**src/rtl/video_timing_pkg.sv**
```systemverilog
// Shared raster-timing types and constants for video_timing_gen and its axis FSMs.
package video_timing_pkg;

    localparam int H_ACTIVE_1080P = 1920;
    localparam int H_FP_1080P     = 88;
    localparam int H_SYNC_1080P   = 44;
    localparam int H_BP_1080P     = 148;
    localparam int V_ACTIVE_1080P = 1080;
    localparam int V_FP_1080P     = 4;
    localparam int V_SYNC_1080P   = 5;
    localparam int V_BP_1080P     = 36;
    localparam int POS_MAX        = 4095;

    typedef enum logic [1:0] {ACTIVE, FRONT, SYNC, BACK} phase_t;

    typedef logic [2:0] dvh_sync_t;   // {D_sync, Vsync, Hsync}
    typedef logic [1:0] vh_blank_t;   // {Vblank, Hblank}

    // Left-to-right colour bars: white, yellow, cyan, green, magenta, red, blue, black
    localparam logic [23:0] BAR_COLOURS [8] = '{
        24'hFF_FF_FF, 24'hFF_FF_00, 24'h00_FF_FF, 24'h00_FF_00,
        24'hFF_00_FF, 24'hFF_00_00, 24'h00_00_FF, 24'h00_00_00
    };

endpackage

```
**src/rtl/video_timing_gen_if.sv**
```systemverilog
// Raster output bundle presented by video_timing_gen to downstream video stages.
interface video_timing_gen_if;
    import video_timing_pkg::*;

    logic [23:0] vid_rgb_o;
    vh_blank_t   vh_blank_o;
    dvh_sync_t   dvh_sync_o;
    logic [11:0] h_pos_o;
    logic [11:0] v_pos_o;
    logic        sof_o;

    modport master (
        output vid_rgb_o, vh_blank_o, dvh_sync_o, h_pos_o, v_pos_o, sof_o
    );

    modport slave (
        input vid_rgb_o, vh_blank_o, dvh_sync_o, h_pos_o, v_pos_o, sof_o
    );
endinterface

```
**src/rtl/video_axis_fsm.sv**
```systemverilog
// One raster axis: phase FSM with down-counting phase timer plus a wrapping position counter.
//   state  | meaning
//   ACTIVE | visible region
//   FRONT  | front porch, blanked
//   SYNC   | sync pulse asserted, blanked
//   BACK   | back porch, blanked
module video_axis_fsm
    import video_timing_pkg::*;
#(
    parameter int ACT_LEN  = 1920,
    parameter int FP_LEN   = 88,
    parameter int SYNC_LEN = 44,
    parameter int BP_LEN   = 148,
    parameter bit POL      = 1'b1
) (
    input  logic        clk,
    input  logic        rst,
    input  logic        step,
    input  logic        adv,
    output logic [11:0] pos,
    output logic        blank,
    output logic        sync,
    output logic        wrap
);

    localparam int TOTAL = ACT_LEN + FP_LEN + SYNC_LEN + BP_LEN;

    phase_t      phase;
    logic [11:0] cnt;

    // Phase and position advance on separate enables: the vertical axis changes
    // phase at the start of horizontal blanking but counts lines at the line wrap.
    always_ff @(posedge clk or posedge rst) begin
        if (rst) begin
            phase <= ACTIVE;
            cnt   <= 12'(ACT_LEN - 1);
            pos   <= '0;
        end else begin
            if (step) begin
                if (cnt == 12'd0) begin
                    unique case (phase)
                        ACTIVE: begin phase <= FRONT;  cnt <= 12'(FP_LEN - 1);   end
                        FRONT:  begin phase <= SYNC;   cnt <= 12'(SYNC_LEN - 1); end
                        SYNC:   begin phase <= BACK;   cnt <= 12'(BP_LEN - 1);   end
                        BACK:   begin phase <= ACTIVE; cnt <= 12'(ACT_LEN - 1);  end
                    endcase
                end else begin
                    cnt <= cnt - 12'd1;
                end
            end
            if (adv) begin
                pos <= wrap ? 12'd0 : pos + 12'd1;
            end
        end
    end

    assign wrap  = adv && (pos == 12'(TOTAL - 1));
    assign blank = (phase != ACTIVE);
    assign sync  = (phase == SYNC) ? POL : !POL;

endmodule

```
**src/rtl/video_timing_gen.sv**
```systemverilog
// Raster timing source: blanking, syncs, coordinates, start-of-frame and a pixel stream.
// Define VIDEO_TIMING_GEN_PATTERN_EN for 8 colour bars; otherwise active video is BG_COLOUR.
module video_timing_gen
    import video_timing_pkg::*;
#(
    parameter int          H_ACTIVE  = H_ACTIVE_1080P,
    parameter int          H_FP      = H_FP_1080P,
    parameter int          H_SYNC    = H_SYNC_1080P,
    parameter int          H_BP      = H_BP_1080P,
    parameter int          V_ACTIVE  = V_ACTIVE_1080P,
    parameter int          V_FP      = V_FP_1080P,
    parameter int          V_SYNC    = V_SYNC_1080P,
    parameter int          V_BP      = V_BP_1080P,
    parameter bit          HS_POL    = 1'b1,
    parameter bit          VS_POL    = 1'b1,
    parameter logic [23:0] BG_COLOUR = 24'h00_00_FF
) (
    input  logic               clk_i,
    input  logic               rst_i,
    input  logic               cen_i,
    video_timing_gen_if.master vid
);

    localparam int H_TOTAL = H_ACTIVE + H_FP + H_SYNC + H_BP;
    localparam int V_TOTAL = V_ACTIVE + V_FP + V_SYNC + V_BP;

    if (H_TOTAL > POS_MAX || V_TOTAL > POS_MAX) begin : g_bad_total
        $error("video_timing_gen: line or frame total exceeds 12-bit position range");
    end

    logic [11:0] h_pos, v_pos;
    logic        h_blank, h_sync, h_wrap;
    logic        v_blank, v_sync, v_wrap_unused;
    logic        h_enter_front;
    logic        active;
    logic [23:0] colour;

    assign h_enter_front = cen_i && (h_pos == 12'(H_ACTIVE - 1));

    video_axis_fsm #(
        .ACT_LEN(H_ACTIVE), .FP_LEN(H_FP), .SYNC_LEN(H_SYNC), .BP_LEN(H_BP), .POL(HS_POL)
    ) u_h_axis (
        .clk(clk_i), .rst(rst_i), .step(cen_i), .adv(cen_i),
        .pos(h_pos), .blank(h_blank), .sync(h_sync), .wrap(h_wrap)
    );

    video_axis_fsm #(
        .ACT_LEN(V_ACTIVE), .FP_LEN(V_FP), .SYNC_LEN(V_SYNC), .BP_LEN(V_BP), .POL(VS_POL)
    ) u_v_axis (
        .clk(clk_i), .rst(rst_i), .step(h_enter_front), .adv(h_wrap),
        .pos(v_pos), .blank(v_blank), .sync(v_sync), .wrap(v_wrap_unused)
    );

    assign active = !h_blank && !v_blank;

`ifdef VIDEO_TIMING_GEN_PATTERN_EN
    localparam int BAR_W = H_ACTIVE / 8;

    if (BAR_W < 1) begin : g_bad_bar
        $error("video_timing_gen: H_ACTIVE too small for 8 colour bars");
    end

    logic [11:0] bar;
    assign bar    = h_pos / 12'(BAR_W);
    assign colour = BAR_COLOURS[(bar > 12'd7) ? 3'd7 : bar[2:0]];
`else
    assign colour = BG_COLOUR;
`endif

    // Outputs present the pixel the counters point at; counters move on to the next one.
    always_ff @(posedge clk_i or posedge rst_i) begin
        if (rst_i) begin
            vid.vid_rgb_o  <= '0;
            vid.vh_blank_o <= 2'b11;
            vid.dvh_sync_o <= {1'b0, !VS_POL, !HS_POL};
            vid.h_pos_o    <= '0;
            vid.v_pos_o    <= '0;
            vid.sof_o      <= 1'b0;
        end else if (cen_i) begin
            vid.vid_rgb_o  <= active ? colour : 24'h0;
            vid.vh_blank_o <= {v_blank, h_blank};
            vid.dvh_sync_o <= {active, v_sync, h_sync};
            vid.h_pos_o    <= h_pos;
            vid.v_pos_o    <= v_pos;
            vid.sof_o      <= (h_pos == 12'd0) && (v_pos == 12'd0);
        end
    end

endmodule

```
**src/flat_wrapper.sv**
```systemverilog
// flat-port wrapper written by rule: the top's interface ports become plain ports
module video_timing_gen_flat import video_timing_pkg::*;
#(
    parameter int          H_ACTIVE  = H_ACTIVE_1080P,
    parameter int          H_FP      = H_FP_1080P,
    parameter int          H_SYNC    = H_SYNC_1080P,
    parameter int          H_BP      = H_BP_1080P,
    parameter int          V_ACTIVE  = V_ACTIVE_1080P,
    parameter int          V_FP      = V_FP_1080P,
    parameter int          V_SYNC    = V_SYNC_1080P,
    parameter int          V_BP      = V_BP_1080P,
    parameter bit          HS_POL    = 1'b1,
    parameter bit          VS_POL    = 1'b1,
    parameter logic [23:0] BG_COLOUR = 24'h00_00_FF
)
  (clk_i, rst_i, cen_i, vid_vid_rgb_o, vid_vh_blank_o, vid_dvh_sync_o, vid_h_pos_o, vid_v_pos_o, vid_sof_o);
  video_timing_gen_if vid_i ();
  input  logic clk_i;
  input  logic rst_i;
  input  logic cen_i;
  output wire logic [$bits(vid_i.vid_rgb_o)-1:0] vid_vid_rgb_o;
  output wire logic [$bits(vid_i.vh_blank_o)-1:0] vid_vh_blank_o;
  output wire logic [$bits(vid_i.dvh_sync_o)-1:0] vid_dvh_sync_o;
  output wire logic [$bits(vid_i.h_pos_o)-1:0] vid_h_pos_o;
  output wire logic [$bits(vid_i.v_pos_o)-1:0] vid_v_pos_o;
  output wire logic [$bits(vid_i.sof_o)-1:0] vid_sof_o;
  assign vid_vid_rgb_o = vid_i.vid_rgb_o;
  assign vid_vh_blank_o = vid_i.vh_blank_o;
  assign vid_dvh_sync_o = vid_i.dvh_sync_o;
  assign vid_h_pos_o = vid_i.h_pos_o;
  assign vid_v_pos_o = vid_i.v_pos_o;
  assign vid_sof_o = vid_i.sof_o;
  video_timing_gen #(.H_ACTIVE(H_ACTIVE), .H_FP(H_FP), .H_SYNC(H_SYNC), .H_BP(H_BP), .V_ACTIVE(V_ACTIVE), .V_FP(V_FP), .V_SYNC(V_SYNC), .V_BP(V_BP), .HS_POL(HS_POL), .VS_POL(VS_POL), .BG_COLOUR(BG_COLOUR)) u_core (.clk_i(clk_i), .rst_i(rst_i), .cen_i(cen_i), .vid(vid_i));
endmodule
```
**config.mk**
```make
export PLATFORM = sky130hd
export DESIGN_NAME = video_timing_gen_flat
export DESIGN_NICKNAME = d
export VERILOG_FILES = /design/src/rtl/video_timing_pkg.sv /design/src/rtl/video_timing_gen_if.sv /design/src/rtl/video_axis_fsm.sv /design/src/rtl/video_timing_gen.sv /design/src/flat_wrapper.sv
export SDC_FILE = /design/constraint.sdc
export NUM_CORES = 1
export LEC_CHECK = 0
export ABC_AREA = 1
export CAP_MARGIN = 20
export CORE_UTILIZATION = 47
export CTS_CLUSTER_DIAMETER = 150
export DETAILED_ROUTE_END_ITERATION = 7
export DONT_BUFFER_PORTS = 1
export GPL_ROUTABILITY_DRIVEN = 0
export GPL_TIMING_DRIVEN = 0
export PLACE_DENSITY = 0.68
export SETUP_SLACK_MARGIN = 0.15
export SLEW_MARGIN = 10
export SYNTH_ARGS = -nofsm -noshare
export SYNTH_HDL_FRONTEND = slang
export SYNTH_SLANG_ARGS = --single-unit
```
**constraint.sdc**
```tcl
create_clock -name clk_i -period 6.02 [get_ports clk_i]
set_clock_uncertainty 0.15 [all_clocks]
set_input_delay 0.602 -clock clk_i [delete_from_list [all_inputs] [get_ports clk_i]]
set_output_delay 0.602 -clock clk_i [all_outputs]
set_load 0.02 [all_outputs]
```
# Word-level counts from Yosys, hierarchy flattened
# Index checks and enable logic that the tools add are counted.
totals:
  elab_cells: 53
  output_inout_bits: 54
  regBits: 106
  input_bits: 3
op_classes:
  reduce_logical: 17
  add_sub_neg: 4
  eq_ne: 9
  muxes: 11
ops:
  columns: ["operator", "count"]
  rows:
  - ["12-bit case mux with 4 select lines", 2]
  - ["12-bit logical NOT", 4]
  - ["12-bit two-way mux", 4]
  - ["12-bit by 1-bit adder with 12-bit output (second input constant)", 2]
  - ["12-bit by 11-bit == test with 1-bit output (second input constant)", 2]
  - ["12-bit by 1-bit subtractor with 12-bit output (second input constant)", 2]
  - ["2-bit case mux with 4 select lines", 2]
  - ["12-bit == test (second input constant)", 1]
  - ["2-bit == test (second input constant)", 4]
  - ["8-bit two-way mux", 1]
  - ["1-bit logical AND", 5]
  - ["2-bit by 1-bit == test with 1-bit output (second input constant)", 2]
  - ["2-bit logical NOT", 2]
  - ["2-bit AND reduction", 2]
  - ["2-bit nonzero test", 2]
  - ["1-bit logical NOT", 2]
  - ["1-bit two-way mux", 2]

# Longest topological paths before layout
# Gate-level depths: netlist of the first run.
logic_depth:
  word_depth: 4
  ltp_mapped: 10
  mapped_depth_nobuf: 10

# Hierarchy
# From an unflattened synthesis of the first run, not the netlist that was laid out.
hier_totals:
  hier_cells: 669
  hier_area_um2: 4983.5
by_module_without_submodules:
  columns: ["mod", "cells_each", "seq_area_each_um2", "area_per_inst_um2", "instances"]
  rows:
  - ["video_axis_fsm at u_core.u_h_axis", 255, 663.1, 1785.5, 1]
  - ["video_axis_fsm at u_core.u_v_axis", 237, 658.1, 1746.7, 1]
  - ["video_timing_gen", 177, 753.2, 1451.4, 1]

# Worst setup path before layout of the first run
# No wires, ideal clock.
synth_timing:
  path_type: "input to register"
  startpoint: "input port cen_i"
  endpoint: "register u_core.u_v_axis.cnt[6]"
  arrival_time_ps: 1389
  t_required_ps: 5749
  n_path_buf: 3
  setup_slack_ps: 4360
  stages: 8
  setup_ps: 121
  path_cell_list: "buf_4 inv_2 buf_4 nor2_8 inv_4 buf_6 nand2_1 o21ai_1"
synth_via:
  elab_chain_len: 1
synth_lines:
  columns: ["element", "line", "source"]
  rows:
  - ["start: declaration", "flat_wrapper.sv:20", "input logic cen_i;"]
  - ["1-bit logical AND", "video_timing_gen.sv:38", "assign h_enter_front = cen_i && (h_pos == 12'(H_ACTIVE - 1));"]
  - ["end signal: assignment", "video_axis_fsm.sv:36", "cnt <= 12'(ACT_LEN - 1);"]
  - ["end signal: assignment", "video_axis_fsm.sv:48", "cnt <= cnt - 12'd1;"]
  - ["end: declaration", "video_axis_fsm.sv:29", "logic [11:0] cnt;"]
# No other way between the ends.
# A chain may end at the register's enable or synchronous reset.

==> results of run 1 <==
[report_power, final]
part	total, mW	switching (mW)	leakage [nW]	internal [mW]
combinational	0.417	0.266	1.66	0.151
sequential	0.783	0.124	0.986	0.659
clock	0.405	0.203	0.103	0.202
total	1.60	0.593	2.75	1.01
[cells in the final DEF (no fill, tap or decap), types with 2 or more instances in the layout]
master      n
conb_1     16
nor2_1     64
ha_1       21
a31oi_1     2
dfrtp_1    64
o21ai_2     6
inv_1      60
clkbuf_1    3
nand3_1    55
nor2_4      2
o21bai_1    2
xnor2_1     3
clkinv_2    3
dfstp_2    18
buf_2       6
a21oi_1     5
buf_6       3
nand3b_1    2
nand4_1    10
xor2_1     12
nor2_2      4
o21ai_0    44
nand2_1   204
nor3_1      8
nor4_1      2
clkbuf_8   10
inv_4       2
buf_4      27
inv_2       5
o21ai_1     4
nand3_2     3
[cell usage after synthesis]
cell type	number	area (um2)
dfrtp_1	64	1602
nand4_1	10	62.56
nor2_8	1	20.02
ha_1	21	262.8
nor2_4	2	22.52
conb_1	1	3.750
nand2_1	204	765.7
clkbuf_1	2	7.510
nand3b_1	2	15.01
o21ai_0	44	220.2
inv_1	61	229.0
o21bai_1	2	15.01
buf_4	27	202.7
nor3_1	8	40.04
a31oi_1	2	12.51
nor3_4	1	16.27
buf_2	6	30.03
nand2_2	1	6.260
nor4_1	2	12.51
nor2_1	64	240.2
dfstp_2	18	473.0
inv_4	1	6.260
nand3_1	55	275.3
o21ai_1	4	20.02
nand3_2	3	30.03
inv_2	5	18.77
o21ai_2	6	52.55
nor2_2	4	25.02
xnor2_1	3	26.28
buf_8	1	15.01
xor2_1	12	105.1
buf_1	1	3.750
a21oi_1	5	25.02
buf_6	3	33.78
[flip-flops by register name, indices dropped and copies added, names as in the netlist]
name,flops
u_core.u_h_axis.cnt,12
u_core.u_h_axis.phase,2
u_core.u_h_axis.pos,12
u_core.u_v_axis.cnt,12
u_core.u_v_axis.phase,2
u_core.u_v_axis.pos,12
u_core.vid.dvh_sync_o,2
u_core.vid.h_pos_o,12
u_core.vid.sof_o,1
u_core.vid.v_pos_o,12
u_core.vid.vh_blank_o,2
u_core.vid.vid_rgb_o,1
[final timing paths]
path	to	slack, ns	cells past startpoint
max in group asynchronous	u_core.u_h_axis.cnt[6]$_DFFE_PP1P_	4.57	3
min	u_core.u_v_axis.cnt[0]$_DFFE_PP1P_	0.32	2
min in group asynchronous	u_core.u_v_axis.cnt[6]$_DFFE_PP0P_	0.52	2
max reg2reg	u_core.u_h_axis.cnt[6]$_DFFE_PP1P_	4.14	7
min reg2reg	u_core.u_v_axis.cnt[0]$_DFFE_PP1P_	0.32	2
max	vid_vid_rgb_o[2]	4.09	1
[cells by family (layout without fill, tap and decap cells)]
| group | after synthesis | in the layout | synth area share, % |
|---|---|---|---|
| AND/OR/NAND/NOR | 357 | 357 | 31.28 |
| buffers and inverters | 107 | 125 | 11.17 |
| flip-flops | 82 | 82 | 42.37 |
| AO/OA/AOI/OAI | 63 | 63 | 7.053 |
| adder cells (fa/ha/maj) | 21 | 21 | 5.367 |
| XOR/XNOR | 15 | 15 | 2.683 |
| other | 1 | 16 | 0.07659 |
[metal layers]
layer  routed length, um  GRT usage [%]
met2                5114          35.43
met1                4902          28.40
met4                  81          5.408
met3                 493          4.449
met5                   0              0
[stage by stage]
step	std cells	hold slack (ns)	worst slack [ns]	cell area, um2	util, %
global placement	794	0.3082	2.247	5119	51.42
floorplan	661	0.2963	3.189	4952	-
detailed placement	795	0.2906	4.024	5149	51.72
finish	812	0.3205	4.088	5354	53.78
global route	812	0.3515	3.957	5354	53.78
CTS	812	0.3229	4.052	5354	53.78
[final cells by class]
| type | count | area (um2) | share of cell area, % |
|---|---|---|---|
| Tap cell | 133 | 166.4 | 3.108 |
| Multi-Input combinational cell | 472 | 2331 | 43.54 |
| Buffer | 40 | 292.8 | 5.469 |
| Sequential cell | 82 | 2074 | 38.75 |
| Inverter | 67 | 256.5 | 4.791 |
| Clock inverter | 5 | 53.80 | 1.005 |
| Timing Repair Buffer | 2 | 37.54 | 0.7011 |
| Clock buffer | 11 | 141.4 | 2.641 |
[what timing repair did]
action / 4_1_cts / 5_1_grt
hold buffers: 1 / 0
hold endpoints to repair: 9 / 0
setup buffers: 0 / 0
==> out/qor.csv, run 1 <==
stage,metric,value,unit
routing,num_vias,4079,
cells_and_area,num-nets-final,698,
cells_and_area,areaGrowthSynthToFinish,9.353,%
worst_hold_path,min-delay-start,u_core.u_v_axis.cnt[0]$_DFFE_PP1P_,
critical_path,start_kind,flop,
yosys,synth.ff_latch_count,82,
clock_tree,ctsHtreeMaxLevel,3,
die,die_h,104.1,um
global_route,grt_max_degree,66,
yosys,synth_area_per_cell,7.579,um2
critical_path,crit_fanout,10,
sta,rsz0062_at_grt,no,
routing,post-route-drc-count,0,
die,rows,36,
global_route,grt_pass1_wl,18630,um
place,portBuffers,0,
routing,wire_per_inst,13.04,um
flow_run,max-cap-violations,0,
worst_hold_path,hp-class,reg -> reg,
yosys,yosysWarnings,0,
sta,post-route-period-util,32.08,%
clock_tree,clock_latency,0.35,ns
clock_tree,root_buffer,clkbuf_8,
routing,routed_wl,10590,um
die,die_w,104.1,um
die,design.die.area,10830,um2
routing,first_pass_iters,5,
critical_path,crit_buf_inv,1,
die,initial_core_util,49.18,%
sta,hold_viol_final,0,
critical_path,end_kind,output pin,
sta,slew_viol_final,0,
critical_path,cp.arrival,1.18,ns
power,p_per_area,299.8,nW/um2
sta,period_minus_slack,1.932,ns
global_route,antenna_found_initial,0,
cells_and_area,diodes,0,
clock_tree,cts.clk_slew.worst_paths,0.08,ns
sta,maxSlewHeadroom,64.65,%
routing,postRouteAntennaNets,0,
critical_path,cp.required,5.27,ns
critical_path,critical_path.top_delay_family,flip-flops,
critical_path,cp-startpoint,u_core.vid.vid_rgb_o[6]$_DFFE_PP0P_,
routing,vias_per_cell,5.023,
yosys,yosysUniqueCellTypes,34,
clock_tree,cts_buffers,9,
clock_tree,ctsResizeCount,0,
global_route,overflow,0,
sta,finalSetupViolations,0,
routing,drt_iter0_drc,222,
sta,fin_tns_setup,0,ns
global_route,grt_pass1_vias,3951,
clock_tree,cts.sinks,82,
power,post-layout-total-power,1.605,mW
cells_and_area,layout-drive-gt1-share,14.14,%
die,ios,57,
cells_and_area,fillers,970,
yosys,synth_area,4896,um2
clock_tree,clockBufferDepth,2,
critical_path,cp_cell_sequence,buf_4,
yosys,ys_seq_area_share,42.37,%
critical_path,slowest_stage,dfrtp_1,
critical_path,cpPeakStageDelay,0.60,ns
sta,worstMarginPinSlew,0.5302,ns
critical_path,regToRegStartpoint,u_core.u_h_axis.cnt[0]$_DFFE_PP1P_,
yosys,synthCells,646,
power,ir_worst_vdd,0.0001531,V
die,design.core.area,9955,um2
power,leakage,2.750,nW
outcome,status,finished clean,
global_route,grt_usage,21.36,%
critical_path,critPathKind,reg -> out,
clock_tree,cts_tree,done,
place,place.detailed.hpwl,7800,um
sta,fmax,517.7,MHz
No activity file was read; power rests on OpenSTA's default activity.
==> inputs of run 2 (changes only) <==
PLACE_DENSITY = 0.7   (was 0.68)
clock period = 1.76 ns   (was 6.02 ns; I/O delays follow)
==> out/qor.csv, run 2 (synthesis results as in run 1) <==
stage,metric,value,unit
clock_tree,cts_buffers,9,
place,place.detailed.hpwl,7892,um
die,ios,57,
clock_tree,clock_latency,0.36,ns
power,leakage,2.955,nW
cells_and_area,num-nets-final,735,
global_route,antenna_found_initial,0,
critical_path,crit_fanout,5,
cells_and_area,layout-drive-gt1-share,28.07,%
worst_hold_path,hp-class,in -> reg,
critical_path,cp.required,1.90,ns
flow_run,max-cap-violations,0,
clock_tree,clockBufferDepth,2,
cells_and_area,utilization,59.98,%
clock_tree,cts_tree,done,
routing,vias_per_cell,5.218,
die,die_w,104.1,um
sta,fmax,601.0,MHz
sta,worstMarginPinSlew,0.5212,ns
die,die_h,104.1,um
critical_path,cp.arrival,1.80,ns
routing,first_pass_iters,6,
global_route,overflow,0,
routing,num_vias,4430,
sta,period_minus_slack,1.664,ns
die,rows,36,
global_route,grt_pass1_vias,4202,
global_route,grt_pass1_wl,19710,um
die,design.core.area,9955,um2
sta,slew_viol_final,0,
critical_path,start_kind,flop,
clock_tree,cts.sinks,82,
cells_and_area,multiInputGateArea,2626,um2
clock_tree,cts.clk_slew.worst_paths,0.09,ns
sta,fin_tns_setup,0,ns
routing,routed_wl,12640,um
cells_and_area,final_common_cell,nand2_1,
clock_tree,ctsHtreeMaxLevel,3,
cells_and_area,ff_latch_area,2079,um2
sta,hold-worst-slack,0.03470,ns
sta,maxSlewHeadroom,65.18,%
place,portBuffers,0,
cells_and_area,areaGrowthSynthToFinish,21.95,%
routing,post-route-drc-count,0,
cells_and_area,fillers,856,
routing,postRouteAntennaNets,0,
power,ir_worst_vdd,0.0005819,V
sta,post-route-period-util,94.55,%
global_route,grt_usage,22.41,%
critical_path,end_kind,flop,
routing,wire_per_inst,14.88,um
cells_and_area,diodes,0,
sta,hold_viol_final,0,
sta,rsz0062_at_grt,yes,
critical_path,critPathKind,reg -> reg,
sta,finalSetupViolations,0,
routing,drt_iter0_drc,277,
outcome,status,finished clean,
global_route,grt_max_degree,32,
cells_and_area,layout_common_cells,"nand2_1 (195), dfrtp_1 (60), buf_4 (58)",
power,p_per_area,984.2,nW/um2
die,design.die.area,10830,um2
die,initial_core_util,49.18,%
clock_tree,root_buffer,clkbuf_8,
run 2: cell type report:
class | instances | area share [%]
Multi-Input combinational cell | 472 | 43.99
Clock buffer | 10 | 2.137
Inverter | 67 | 4.484
Clock inverter | 6 | 0.9640
Buffer | 40 | 5.008
Sequential cell | 82 | 34.83
Timing Repair Buffer | 39 | 5.805
Tap cell | 133 | 2.787
run 2: per-stage QoR:
| step | cell area (um2) | cells | power [mW] | setup slack [ns] |
|---|---|---|---|---|
| 3_5_place_dp | 5162 | 796 | 4.139 | -0.1167 |
| 3_3_place_gp | 5122 | 794 | 4.066 | -0.06881 |
| 6_report | 5971 | 849 | 5.876 | 0.09599 |
| 5_1_grt | 5971 | 849 | 6.220 | 0.01856 |
| 4_1_cts | 5557 | 827 | 5.621 | 0.1434 |
| 2_1_floorplan | 4956 | 661 | 3.795 | 0.1692 |
run 2: repair_timing:
action,in CTS,in global routing
setup buffers,12,20
setup endpoints to repair,39,44
hold endpoints to repair,51,0
pin swaps,6,17
resized for setup,28,73
hold buffers,1,0
gates cloned,2,2
run 2: per-layer routing:
metal	vias to the layer above	routed length (um)	part of all wire (%)	GRT usage (%)
li1	2138	-	-	-
met1	2077	5292	42	28.74
met2	187	6329	50	37.95
met3	28	766	6.1	4.699
met4	0	246	1.9	6.633
met5	-	0	0	0
run 2: path summary, 6_finish.rpt:
kind	slack [ns]	startpoint	depth (start not counted)	endpoint
min	0.03	cen_i	3	u_core.vid.h_pos_o[0]$_DFFE_PP0P_
min reg2reg	0.35	u_core.u_v_axis.cnt[1]$_DFFE_PP1P_	2	u_core.u_v_axis.cnt[1]$_DFFE_PP1P_
max in group asynchronous	0.46	rst_i	4	u_core.u_v_axis.cnt[4]$_DFFE_PP1P_
max reg2reg	0.1	u_core.u_h_axis.pos[8]$_DFFE_PP0P_	9	u_core.u_v_axis.pos[6]$_DFFE_PP0N_
max	0.1	u_core.u_h_axis.pos[8]$_DFFE_PP0P_	9	u_core.u_v_axis.pos[6]$_DFFE_PP0N_
min in group asynchronous	0.17	rst_i	2	u_core.vid.h_pos_o[3]$_DFFE_PP0P_
run 2: where the power goes:
part / total [mW] / internal [mW] / switching [mW]
sequential: 2.71 / 2.26 / 0.450
clock: 1.36 / 0.647 / 0.715
combinational: 1.81 / 0.674 / 1.13
total: 5.88 / 3.58 / 2.30
run 2: worst max-delay path, cell delays in order (launching register included):
cell     delay, ns
dfrtp_1       0.43
nor2_2        0.16
inv_1         0.07
nor2_2        0.10
nand3_2       0.11
nor2_4        0.16
buf_4         0.16
buf_6         0.13
nand3_2       0.07
o21ai_2       0.06
==> inputs of run 3 (changes only) <==
ABC_AREA = default   (was 1)
==> out/qor.csv, run 3 <==
stage,metric,value,unit
outcome,status,finished with violations,
outcome,violations,"negative hold slack, negative setup slack",
critical_path,slowest_stage,or4_4,
cells_and_area,stdcell_area,5874,um2
clock_tree,cts.clk_slew.worst_paths,0.09,ns
yosys,ys_seq_area_share,47.16,%
yosys,synthArstFlopShare,100.0,%
die,rows,34,
clock_tree,cts_buffers,9,
sta,post-route-period-util,126.7,%
worst_hold_path,hold_depth,4,
place,portBuffers,0,
cells_and_area,layout_common_cells,"buf_4 (54), dfrtp_1 (53), mux2_2 (28)",
critical_path,start_kind,flop,
yosys,synth-edff-count,0,
worst_hold_path,hp-class,in -> reg,
place,place.detailed.hpwl,6275,um
cells_and_area,fillers,638,
critical_path,rrSetupSlack,-0.47,ns
routing,routed_wl,10920,um
yosys,synthCells,421,
worst_hold_path,min-delay-start,cen_i,
clock_tree,ctsHtreeMaxLevel,3,
yosys,synth_ff_type,dfrtp_1,
global_route,grt_pass1_wl,15880,um
cells_and_area,num-nets-final,519,
cells_and_area,utilization,66.07,%
global_route,antenna_found_initial,0,
critical_path,crit_fanout,7,
die,die_h,98.75,um
cells_and_area,areaGrowthSynthToFinish,33.53,%
yosys,synthTopCellsByCount,"dfrtp_1 (64), mux2_2 (29), nor2_1 (29)",
sta,maxSlewHeadroom,54.49,%
critical_path,crit_buf_inv,2,
sta,fin_tns_setup,-8.624,ns
global_route,grt_max_degree,39,
global_route,gr-usage-met1,27.79,%
power,ir_worst_vdd,0.0005875,V
die,design.die.area,9751,um2
critical_path,cp.required,1.91,ns
critical_path,cpPeakStageDelay,0.49,ns
cells_and_area,diodes,0,
routing,postRouteAntennaNets,0,
global_route,grtUsageMet2,31.85,%
critical_path,regToRegStartpoint,u_core.u_h_axis.pos[7]$_DFFE_PP0P_,
flow_run,max-cap-violations,0,
critical_path,critical_path.top_delay_family,simple AND/OR/NAND/NOR gates,
routing,wire_per_inst,17.96,um
yosys,yosys.cell_count.top_type,dfrtp_1,
critical_path,critPathKind,reg -> reg,
clock_tree,clock_latency,0.36,ns
clock_tree,cts_tree,done,
critical_path,end_kind,flop,
yosys,yosysWarnings,0,
yosys,synth_top_family_by_area,simple AND/OR/NAND/NOR gates,
sta,fin_ws,-0.4692,ns
clock_tree,cts.sinks,82,
global_route,met3_usage,5.603,%
yosys,synth.area.mux_share,9.243,%
global_route,overflow,0,
die,die_w,98.75,um
clock_tree,clockBufferDepth,2,
yosys,synthDominantCellAreaShare,36.41,%
yosys,synthSimpleGateAreaFrac,17.12,%
power,p_per_area,835.3,nW/um2
global_route,busiest_layer,met2,
routing,first_pass_iters,5,
worst_hold_path,min_to,u_core.u_h_axis.pos[8]$_DFFE_PP0P_,
yosys,synth_compound_area_share,9.471,%
die,ios,57,
cells_and_area,fin_cells,608,
global_route,grt_usage,20.79,%
yosys,synth.ff_latch_count,82,
global_route,grt_pass1_vias,3245,
place,post-place-ws,-0.7132,ns
routing,vias_per_cell,5.776,
routing,drt_iter0_drc,220,
die,initial_core_util,49.48,%
critical_path,rr_worst_depth,6,
cells_and_area,final_common_cell,buf_4,
clock_tree,root_buffer,clkbuf_8,
sta,hold-worst-slack,-0.03152,ns
critical_path,rr_endpoint,u_core.u_v_axis.cnt[9]$_DFFE_PP0P_,
yosys,yosysUniqueCellTypes,54,
critical_path,cp.arrival,2.37,ns
sta,hold_viol_final,1,
yosys,synth_area_per_cell,10.45,um2
sta,fmax,448.6,MHz
cells_and_area,layout-drive-gt1-share,48.00,%
yosys,synth_xor_area_share,3.185,%
sta,period_minus_slack,2.229,ns
power,leakage,2.620,nW
yosys,synth_area,4399,um2
yosys,synth_top_cell_by_area,dfrtp_1,
place,dpl_cell_area,4798,um2
clock_tree,cts_hold_buf,1,
die,design.core.area,8891,um2
routing,num_vias,3512,
sta,slew_viol_final,0,
place,dp.cells,546,
sta,rsz0062_at_grt,yes,
sta,finalSetupViolations,39,
critical_path,cp_cell_sequence,buf_6 -> or2_4 -> or4_4 -> buf_6 -> or4_4 -> o21ai_2,
sta,worstMarginPinSlew,0.6827,ns
yosys,synth.area.top_cells,"dfrtp_1 (36%), dfstp_2 (11%), mux2_2 (7.4%)",
routing,post-route-drc-count,0,
yosys,synth_fa_ha_area_share,5.973,%
==> run 3: cell types whose count changed after synthesis, moves of 21 or more <==
| cell | change |
|---|---|
| nand3_1 | -34 |
| mux2_2 | +29 |
| inv_1 | -37 |
| nor2_1 | -35 |
| nand2_1 | -184 |
| o21ai_0 | -21 |
==> run 3: power breakdown <==
group	internal, mW	total (mW)	switching (mW)	leakage [nW]
Sequential	2.14	2.46	0.326	0.985
Clock	0.703	1.44	0.739	0.0962
Combinational	0.488	1.00	0.515	1.54
Total	3.33	4.91	1.58	2.62
==> run 3: repair_timing <==
item / 4_1_cts / 5_1_grt
endpoints found under the hold margin: 37 / 1
setup buffers: 23 / 19
gates cloned: 1 / 2
pin swaps: 14 / 33
setup endpoints to repair: 43 / 49
gates resized for setup: 29 / 99
==> run 3: logic make-up after synthesis <==
kind of cell	after synthesis
and+or+nand+nor	137
DFF	82
AOI/OAI and AO/OA	64
buffers and inverters	63
muxes	37
adders and majority gates	21
xor gates and xnor gates	16
other	1
==> run 3: worst max-delay path by stage <==
stage                                            start  slack (ns)  cells past startpoint                             endpoint
finish              u_core.u_h_axis.pos[7]$_DFFE_PP0P_       -0.47                      6   u_core.u_v_axis.cnt[9]$_DFFE_PP0P_
global route        u_core.u_h_axis.pos[9]$_DFFE_PP0P_       -0.51                      5   u_core.u_v_axis.cnt[9]$_DFFE_PP0P_
CTS                 u_core.u_h_axis.pos[7]$_DFFE_PP0P_       -0.39                      6   u_core.u_v_axis.cnt[9]$_DFFE_PP0P_
global placement    u_core.u_h_axis.pos[0]$_DFFE_PP0P_       -0.67                      5  u_core.u_v_axis.cnt[11]$_DFFE_PP0P_
floorplan           u_core.u_h_axis.pos[1]$_DFFE_PP0P_       -0.33                      6   u_core.u_v_axis.cnt[9]$_DFFE_PP0P_
detailed placement  u_core.u_h_axis.pos[0]$_DFFE_PP0P_       -0.71                      5  u_core.u_v_axis.cnt[11]$_DFFE_PP0P_
==> run 3: worst reg2reg max path, stage by stage (launching register included) <==
cell     delay, ns
dfrtp_1       0.39
buf_6         0.12
or2_4         0.23
or4_4         0.49
buf_6         0.16
or4_4         0.48
o21ai_2       0.14
==> run 3: per-layer routing <==
metal  vias to the layer above  routed length, um  part of all wire [%]
met3                        15                576                   5.3
met2                       115               5326                    49
li1                       1615                  -                     -
met5                         -                  0                     0
met4                         0                176                   1.6
met1                      1767               4839                    44
==> run 3: cell type report <==
class	count	area [um2]	area share [%]
multi-input combinational	291	2572	43.79
sequential	82	2088	35.55
timing repair buffer	48	467.9	7.966
tap	108	135.1	2.300
clock inverter	5	62.56	1.065
clock buffer	11	141.4	2.407
buffer	39	310.3	5.282
inverter	24	96.34	1.640
==> run 3: stage by stage <==
stage                     power, mW  hold slack, ns
after detailed placement      3.135        -0.02736
final                         4.907        -0.03152
after global placement        3.091          0.3212
after global routing          5.114        -0.02019
after CTS                     4.720        -0.05108
after floorplan               2.950          0.2650
